### src/rtl/add_frac_pkg.sv
// add_frac_pkg: shared widths and per-lane result bundle
// for the signed-magnitude fraction adder stage.
package add_frac_pkg;

    localparam int FRAC_W_DEF = 13;
    localparam int EXP_W_DEF  = 5;

    // Per-lane registered result.
    // Field order matches the flattened layout in the top.
    typedef struct packed {
        logic                  sign;
        logic                  carry;
        logic                  zero;
        logic [FRAC_W_DEF-1:0] sum;
        logic [EXP_W_DEF-1:0]  exp;
    } lane_res_t;

    // Width of one flattened lane_res_t for arbitrary widths.
    function automatic int res_w(int frac_w, int exp_w);
        return 3 + frac_w + exp_w;
    endfunction

endpackage

### src/rtl/add_frac_lane.sv
// add_frac_lane: combinational signed-magnitude add/sub, one lane.
// in: frac1/sign1, frac2/sign2, op_sub; out: sign_out, carry_out, zero_out, sum
module add_frac_lane #(
    parameter int FRAC_W = 13
) (
    input  logic [FRAC_W-1:0] frac1,
    input  logic              sign1,
    input  logic [FRAC_W-1:0] frac2,
    input  logic              sign2,
    input  logic              op_sub,
    output logic              sign_out,
    output logic              carry_out,
    output logic              zero_out,
    output logic [FRAC_W-1:0] sum
);

    localparam int W = FRAC_W + 2;

    logic          eff_sign2;
    logic          neg;
    logic [W-1:0]  a;
    logic [W-1:0]  b;
    logic [W-1:0]  s;
    logic [FRAC_W:0] mag;

    always_comb begin
        eff_sign2 = sign2 ^ op_sub;
        a = sign1 ? -{2'b00, frac1} : {2'b00, frac1};
        b = eff_sign2 ? -{2'b00, frac2} : {2'b00, frac2};
        s = a + b;
        neg = s[W-1];
        // |s| < 2^(FRAC_W+1), so negating the low bits is exact
        mag = (s[FRAC_W:0] ^ {(FRAC_W+1){neg}})
            + {{FRAC_W{1'b0}}, neg};
        zero_out = (s == '0);
        // Only -0 + -0 keeps a negative zero
        sign_out = zero_out ? (sign1 & eff_sign2) : neg;
        carry_out = mag[FRAC_W];
        sum = mag[FRAC_W-1:0];
    end

endmodule

### src/rtl/add_frac_stage.sv
// add_frac_stage: LANES-wide fraction adder, 1-cycle latency,
// valid/ready with primary + skid register.
// in: clk, rst, in_valid, frac1/2, sign1/2, op_sub, exp_max_in, out_ready
// out: in_ready, out_valid, sign_out, sum, carry_out, zero_out, exp_max_out
module add_frac_stage
    import add_frac_pkg::*;
#(
    parameter int FRAC_W = FRAC_W_DEF,
    parameter int EXP_W  = EXP_W_DEF,
    parameter int LANES  = 4
) (
    input  logic                   clk,
    input  logic                   rst,
    input  logic                   in_valid,
    output logic                   in_ready,
    input  logic [LANES*FRAC_W-1:0] frac1,
    input  logic [LANES-1:0]       sign1,
    input  logic [LANES*FRAC_W-1:0] frac2,
    input  logic [LANES-1:0]       sign2,
    input  logic [LANES-1:0]       op_sub,
    input  logic [LANES*EXP_W-1:0] exp_max_in,
    output logic                   out_valid,
    input  logic                   out_ready,
    output logic [LANES-1:0]       sign_out,
    output logic [LANES*FRAC_W-1:0] sum,
    output logic [LANES-1:0]       carry_out,
    output logic [LANES-1:0]       zero_out,
    output logic [LANES*EXP_W-1:0] exp_max_out
);

    localparam int RES_W = res_w(FRAC_W, EXP_W);
    localparam int BUS_W = LANES * RES_W;

    logic [BUS_W-1:0] new_d;
    logic [BUS_W-1:0] prim_d;
    logic [BUS_W-1:0] skid_d;
    logic [BUS_W-1:0] prim_n;
    logic [BUS_W-1:0] skid_n;
    logic             prim_v;
    logic             skid_v;
    logic             prim_v_n;
    logic             skid_v_n;
    logic             ready_q;
    logic             accept;
    logic             drain;
    logic             prim_free;

    for (genvar i = 0; i < LANES; i++) begin : g_lane
        logic              l_sign;
        logic              l_carry;
        logic              l_zero;
        logic [FRAC_W-1:0] l_sum;

        add_frac_lane #(.FRAC_W(FRAC_W)) u_lane (
            .frac1     (frac1[i*FRAC_W +: FRAC_W]),
            .sign1     (sign1[i]),
            .frac2     (frac2[i*FRAC_W +: FRAC_W]),
            .sign2     (sign2[i]),
            .op_sub    (op_sub[i]),
            .sign_out  (l_sign),
            .carry_out (l_carry),
            .zero_out  (l_zero),
            .sum       (l_sum)
        );

        assign new_d[i*RES_W +: RES_W] =
            {l_sign, l_carry, l_zero, l_sum,
             exp_max_in[i*EXP_W +: EXP_W]};

        assign {sign_out[i], carry_out[i], zero_out[i],
                sum[i*FRAC_W +: FRAC_W],
                exp_max_out[i*EXP_W +: EXP_W]} =
            prim_d[i*RES_W +: RES_W];
    end

    assign in_ready  = ready_q;
    assign out_valid = prim_v;
    assign accept    = in_valid & ready_q;
    assign drain     = prim_v & out_ready;
    assign prim_free = !prim_v || drain;

    always_comb begin
        prim_n   = prim_d;
        skid_n   = skid_d;
        prim_v_n = prim_v;
        skid_v_n = skid_v;
        unique case (1'b1)
            // ready_q is low while the skid is full: no accept here
            prim_free && skid_v: begin
                prim_n   = skid_d;
                skid_v_n = 1'b0;
            end
            prim_free && !skid_v: begin
                prim_v_n = accept;
                if (accept) prim_n = new_d;
            end
            default: begin
                if (accept) begin
                    skid_n   = new_d;
                    skid_v_n = 1'b1;
                end
            end
        endcase
    end

    always_ff @(posedge clk) begin
        if (rst) begin
            prim_v  <= 1'b0;
            skid_v  <= 1'b0;
            ready_q <= 1'b0;
            prim_d  <= '0;
            skid_d  <= '0;
        end else begin
            prim_v  <= prim_v_n;
            skid_v  <= skid_v_n;
            prim_d  <= prim_n;
            skid_d  <= skid_n;
            ready_q <= !skid_v_n;
        end
    end

endmodule

### config.mk
export PLATFORM = sky130hd
export DESIGN_NAME = add_frac_stage
export DESIGN_NICKNAME = d
export VERILOG_FILES = /design/src/rtl/add_frac_pkg.sv /design/src/rtl/add_frac_lane.sv /design/src/rtl/add_frac_stage.sv
export SDC_FILE = /design/constraint.sdc
export NUM_CORES = 1
export LEC_CHECK = 0
export ABC_AREA = 1
export CAP_MARGIN = 0
export CORE_MARGIN = 4
export CORE_UTILIZATION = 51
export CTS_CLUSTER_SIZE = 24
export DETAILED_ROUTE_END_ITERATION = 6
export PLACE_DENSITY = 0.87
export SLEW_MARGIN = 30
export SYNTH_ARGS = -nofsm -noshare
export SYNTH_HDL_FRONTEND = slang
export SYNTH_SLANG_ARGS = --single-unit
### constraint.sdc
create_clock -name clk -period 3.6 [get_ports clk]
set_input_delay 0.54 -clock clk [delete_from_list [all_inputs] [get_ports clk]]
set_output_delay 0.54 -clock clk [all_outputs]
set_load 0.01 [all_outputs]
; ---- Yosys cells after proc, flatten, opt, wreduce, memory -nomap -nowiden
; Index checks and enable logic that the tools add are counted.
[totals]
register_bits = 171
out_inout_bits = 86
word_cells = 67
[op_classes]
addsub = 16
n_eq_ne = 1
muxes = 16
bitwise = 15
reduce_logical = 14
[ops]
columns = operator, n
row1 = one-hot mux 84 bit (2 select lines), 1
row2 = two-way mux 15 bit, 8
row3 = negation 13 -> 15 bit, 8
row4 = two-way mux 84 bit, 1
row5 = adder 15 bit, 4
row6 = logical NOT 15 bit, 4
row7 = adder 14 x 1 -> 14 bit, 4
row8 = XOR 14 bit, 4
row9 = bitwise AND 1 bit, 6
row10 = two-way mux 1 bit, 5
row11 = AND reduction 2 bit, 2
row12 = XOR 1 bit, 4
row13 = logical NOT 1 bit, 3
row14 = logical AND 1 bit, 2
row15 = "inequality test 2 bit, second input constant", 1
row16 = one-hot mux 1 bit (2 select lines), 1
row17 = nonzero test 2 bit, 1
row18 = OR reduction 2 bit, 1
row19 = logical OR 1 bit, 1
row20 = NOT 1 bit, 1

; ---- Logic depth before layout (Yosys ltp)
; Gate-level depths: netlist of run 1.
[depth]
word_depth = 7
depth_mapped = 30
ltp_nobuf = 29

; ---- By module
; From an unflattened synthesis of run 1, not the netlist that was laid out.
[hier_totals]
cells_unflattened = 2720
hier_area_um2 = 15942.8
[by_module_without_submodules]
columns = module, instances, cells_each, area_per_inst_um2
row1 = add_frac_stage, 1, 1112, 7485.9
row2 = add_frac_lane at g_lane[0].u_lane ..., 3, 398, 2082.0
row3 = add_frac_lane at g_lane[1].u_lane, 1, 414, 2210.9

; ---- Worst setup path after synthesis of run 1
; OpenSTA, ideal clock, no wires.
[synth_path]
path_kind = input to register
from = in frac2[0]
to = reg prim_d[17]
setup_time_ns = 0.068
arrival_ns = 3.771
setup_slack_ns = -0.238
cell_stages = 27
cell_sequence = nor3_1 -> inv_1 -> nor2_1 -> nand3_1 -> or3_1 -> nor2_1 -> a21oi_1 -> xor2_1 -> ha_1 -> nand2_1 -> nor2_2 -> and2_1 -> nand2_1 -> nand2_2 -> inv_2 -> nand2_4 -> nand2_4 -> buf_8 -> xnor2_1 -> inv_1 -> ha_1 -> nand3_1 -> nor2_2 -> nand3_1 -> nand3_1 -> nand2_1 -> a21oi_2
[synth_via]
elab_chain_cells = 7
[synth_lines]
columns = element, line_no
row1 = "start, declared", add_frac_stage.sv:18  ; input logic [LANES*FRAC_W-1:0] frac2,
row2 = negation 13 -> 15 bit, add_frac_lane.sv:29  ; b = eff_sign2 ? -{2'b00, frac2} : {2'b00, frac2};
row3 = two-way mux 15 bit (*), add_frac_lane.sv:29
row4 = adder 15 bit (*), add_frac_lane.sv:30  ; s = a + b;
row5 = XOR 14 bit, add_frac_lane.sv:33  ; mag = (s[FRAC_W:0] ^ {(FRAC_W+1){neg}})
row6 = adder 14 x 1 -> 14 bit (*), add_frac_lane.sv:34  ; + {{FRAC_W{1'b0}}, neg};
row7 = two-way mux 84 bit (*), add_frac_stage.sv:95  ; if (accept) prim_n = new_d;
row8 = one-hot mux 84 bit (2 select lines) (*), add_frac_stage.sv:87  ; unique case (1'b1)
row9 = "end signal, assigned", add_frac_stage.sv:116  ; prim_d <= prim_n;
row10 = "end, declared", add_frac_stage.sv:35  ; logic [BUS_W-1:0] prim_d;
; Every way passes the cells marked *; elsewhere a longest branch is shown, timed or not. The select of a mux whose other input is x is not followed.
; A chain may end at the register's enable or synchronous reset.

; ---- Worst setup path in the final report of run 1
[layout_path]
from = in frac1[42]
to = reg prim_d[76]
[layout_via]
elab_chain_cells = 7
[layout_lines]
columns = element, line_no
row1 = "start, declared", add_frac_stage.sv:16  ; input logic [LANES*FRAC_W-1:0] frac1,
row2 = negation 13 -> 15 bit, add_frac_lane.sv:28  ; a = sign1 ? -{2'b00, frac1} : {2'b00, frac1};
row3 = two-way mux 15 bit (*), add_frac_lane.sv:28
row4 = adder 15 bit (*), add_frac_lane.sv:30
row5 = XOR 14 bit, add_frac_lane.sv:33
row6 = adder 14 x 1 -> 14 bit (*), add_frac_lane.sv:34
row7 = two-way mux 84 bit (*), add_frac_stage.sv:95
row8 = one-hot mux 84 bit (2 select lines) (*), add_frac_stage.sv:87
; Marks and branches as above.

==> metrics.md, run 1 <==
| Metric | Value |
|---|---|
| Status | finished with violations |
| Violated checks | DRC, setup timing |
| Largest net degree at the start of global routing | 104 |
| Clock sinks | 171 |
| Top sig layer | met5 |
| Cells after Synth | 2,445 |
| Share of flip-flops with an asynchronous set or reset | 0 |
| Final hold viol count | 0 |
| Std cell rows | 62 |
| Worst Max-Slew Pin Slew | 1020 ps |
| Worst flop-to-flop path endpoint | skid_d[31] |
| Layout cells sized above 1 | 0.341 |
| Initial antenna violation count | 1 |
| Worst EP arrival | 4650 ps |
| Worst Path Max Fanout | 7 |
| Post-layout nets | 3,368 |
| FF-to-FF setup slack | 880 ps |
| Slew HR | 0.318 |
| Yosys warnings | 0 |
| Worst Setup End Kind | register |
| Vias per std cell | 5.93 |
| Cell Area, Synth | 0.0148 sq mm |
| CTS tree | done |
| Drt total wl | 67.1 mm |
| Crit-path slowest cell | ha_1 |
| Total gr overflow | 0 |
| Die area | 0.0318 sq mm |
| Leakage | 0.0121 uW |
| PortBufs | 225 |
| Setup_tns | -16,960 ps |
| CP delay by family, top | simple AND/OR/NAND/NOR gates |
| Register area share after synthesis | 0.231 |
| Min-Delay Path Class | reg -> reg |
| Worst Setup SP | frac1[42] |
| Mapped Nets | 2,659 |
| Worst path depth | 24 |
| GRT Util Overall | 0.321 |
| HPWL Detailed | 37.0 mm |
| Commonest cells after routing, fill and taps aside | nand2_1, buf_4, inv_1 |
| Via count | 21,100 |
| CP max stage delay | 350 ps |
| Fin util | 0.830 |
| CTS HTree Levels | 4 |
| Placer congestion estimate | 0.933 |
| Fmax achieved | 233 MHz |
| Worst Skew | 14.9 ps |
| Syn avg cell area | 6.06 sq um |
| Core Region | 0.0287 sq mm |
| Peak VDD IR | 379 uV |
| Crit path time final | 4300 ps |
| Largest area contributor in the synthesized netlist | dfxtp_1 |
| Antenna cell count | 0 |
| First-pass GRT wire length | 85.9 mm |
| Bufs and invs on worst path | 3 |
| Worst-path clk slew | 80 ps |
| DRT iter0 DRCs | 2,517 |
| Capture point of the worst path | prim_d[76] |
| Synth unique cells | 50 |
| M1 wire length | 23.1 mm |
| Finish-stage setup viols | 79 |
| CP required | 3950 ps |
| Chip width | 178 um |
| Worst-path cell chain | dlygate4sd2_1 > inv_2 > nand3_2 > nor2_4 > nand3b_1 > buf_4 > nand2_1 > xnor2_1 > ha_1 > a21oi_2 > nand2_4 > nand2_2 > nand3_2 > nor2_4 > nand2_4 > nand2_8 > xor2_2 > ha_2 > nand3_2 > nor2_4 > nand4_1 > nand3_1 > nand2_1 > a21oi_1 |
| Post-synth top flop | dfxtp_1 |
| Number of remaining DRC errors | 1 |
| Power Dens Cells | 495 mW/mm^2 |
| Vias in the first global route | 19,000 |
| Most common cell after layout, fill and taps aside | nand2_1 |
| Die height | 178 um |
| Antenna-violating nets left | 0 |
| Routed wire per std cell | 18.9 um |
| Top cell type's share of synthesized area | 0.231 |
| Max Slew Vio Count | 0 |
| Top cells by area, synth | dfxtp_1, nand2_1, inv_1 |
| Clk Latency, worst-skew pair | 440 ps |
| Root buf cell | clkbuf_16 |
| Reg2reg start | out_valid |
| Starting Density | 0.516 |
| Max cap viols | 0 |
| RSZ-0062 raised after global routing | yes |
| # hold bufs at CTS | 0 |
| Cell Count Post-Placement | 3,425 |
| Yosys reg bits | 171 |
| Worst-case clock buffer depth | 2 |
| I/O pins | 226 |
| PnR worst setup slack | -701 ps |
| Area Growth Syn to Fin | 60.8% |
| Routed met2 length | 31.8 mm |
| First drt pass iteration count | 7 |
| R2R depth | 9 |
| Finished Layout Cells | 3,551 |
| CTS buffer count | 17 |
| Fin crit share | 1.19 |
| WS Path Type | in -> reg |
| WL met3 | 6.07 mm |
| Worst Setup Start Kind | input port |
| Number of flops mapped to enable cells by yosys | 0 |
## repair_timing
item | CTS | global route
cloned | 0 | 2
setup endpoints to repair | 111 | 114
resized for setup | 233 | 447
setup buffers | 64 | 30
pin swaps | 133 | 241
## kinds of logic after synthesis
logic type | after synthesis | share of synthesized area
flops | 171 | 0.231
buf+inv | 413 | 0.112
fa+ha+maj | 74 | 0.0645
compound gates | 392 | 0.145
simple gates | 1251 | 0.362
xor+xnor | 144 | 0.0856
## worst register-to-register path: stages (launching register included)
cell and delay, ps:
dfxtp_1 450, inv_1 70, nor2_1 280, inv_1 180, nor2_4 130, clkinv_2 690, buf_4 540, a21oi_1 180
o21ai_0 110, inv_1 60
## registers in the layout, summed over array words and instances, names as in the netlist
register,count
prim_d,84
in_ready,1
skid_d,84
out_valid,1
skid_v,1
## metal layers
| metal | up-vias | global-route usage |
|---|---|---|
| li1 | 9223 | - |
| met1 | 9619 | 0.365 |
| met2 | 1579 | 0.587 |
| met3 | 645 | 0.0420 |
| met4 | 2 | 0.155 |
| met5 | - | 0 |
## power by group
group          internal, uW  leakage, uW  switching, uW  total [uW]
Sequential             2020      0.00139           85.7        2100
Clock                   945     0.000278            934        1880
Combinational          3340       0.0105           4480        7820
Total                  6300       0.0121           5500       11800
## worst min path at each step
| stage | startpoint | end | slack (ps) | cells past startpoint |
|---|---|---|---|---|
| after floorplan | skid_d[20] | skid_d[20] | 470 | 2 |
| after global placement | prim_d[71] | prim_d[71] | 450 | 2 |
| after detailed placement | prim_d[32] | prim_d[32] | 460 | 2 |
| after CTS | prim_d[32] | prim_d[32] | 470 | 2 |
| after global routing | prim_d[19] | prim_d[19] | 490 | 2 |
| final | prim_d[32] | prim_d[32] | 460 | 2 |
## synth_stat cells, types with 6 or more instances
cell        n
o21ai_0   122
nor2_4      8
nand3b_1   11
nor3_1     22
ha_1       70
nor2_1    271
nand2_2    45
a31oi_1     9
xnor2_1    36
dfxtp_1   171
inv_2       8
nor2_2     19
clkbuf_1   62
a21oi_1   182
o211ai_1   44
nor4_1      6
buf_2       6
nand3_1   145
inv_1     317
nand2_1   679
xor2_1    107
a21oi_2     6
o21ai_1    12
nand4_1    28
buf_6       6
## final cells by class
class	count	area, sq um
tap	384	480
sequential	171	3420
fill	1560	4880
timing repair buffer	774	6490
inverter	328	1250
multi-input combinational	1862	11600
clock inverter	14	146
clock buffer	18	439
## per-stage QoR
step           instance area [sq um]  total power [uW]  hold slack [ps]  setup slack [ps]
3_5_place_dp                   20700              7920              457              -901
3_3_place_gp                   20700              7730              453              -731
6_report                       23800             11800              464              -701
2_1_floorplan                  14900              5310              468              -142
5_1_grt                        23800             12300              490              -778
4_1_cts                        22100             10100              467             -43.4
Note: power is estimated with default switching activity, not from simulation.
==> run 2: changes to the inputs <==
Settings changed: HOLD_SLACK_MARGIN set to 0.12.
==> results of run 2 <==
Final layout, timing and power as in run 1 (identical DEF).
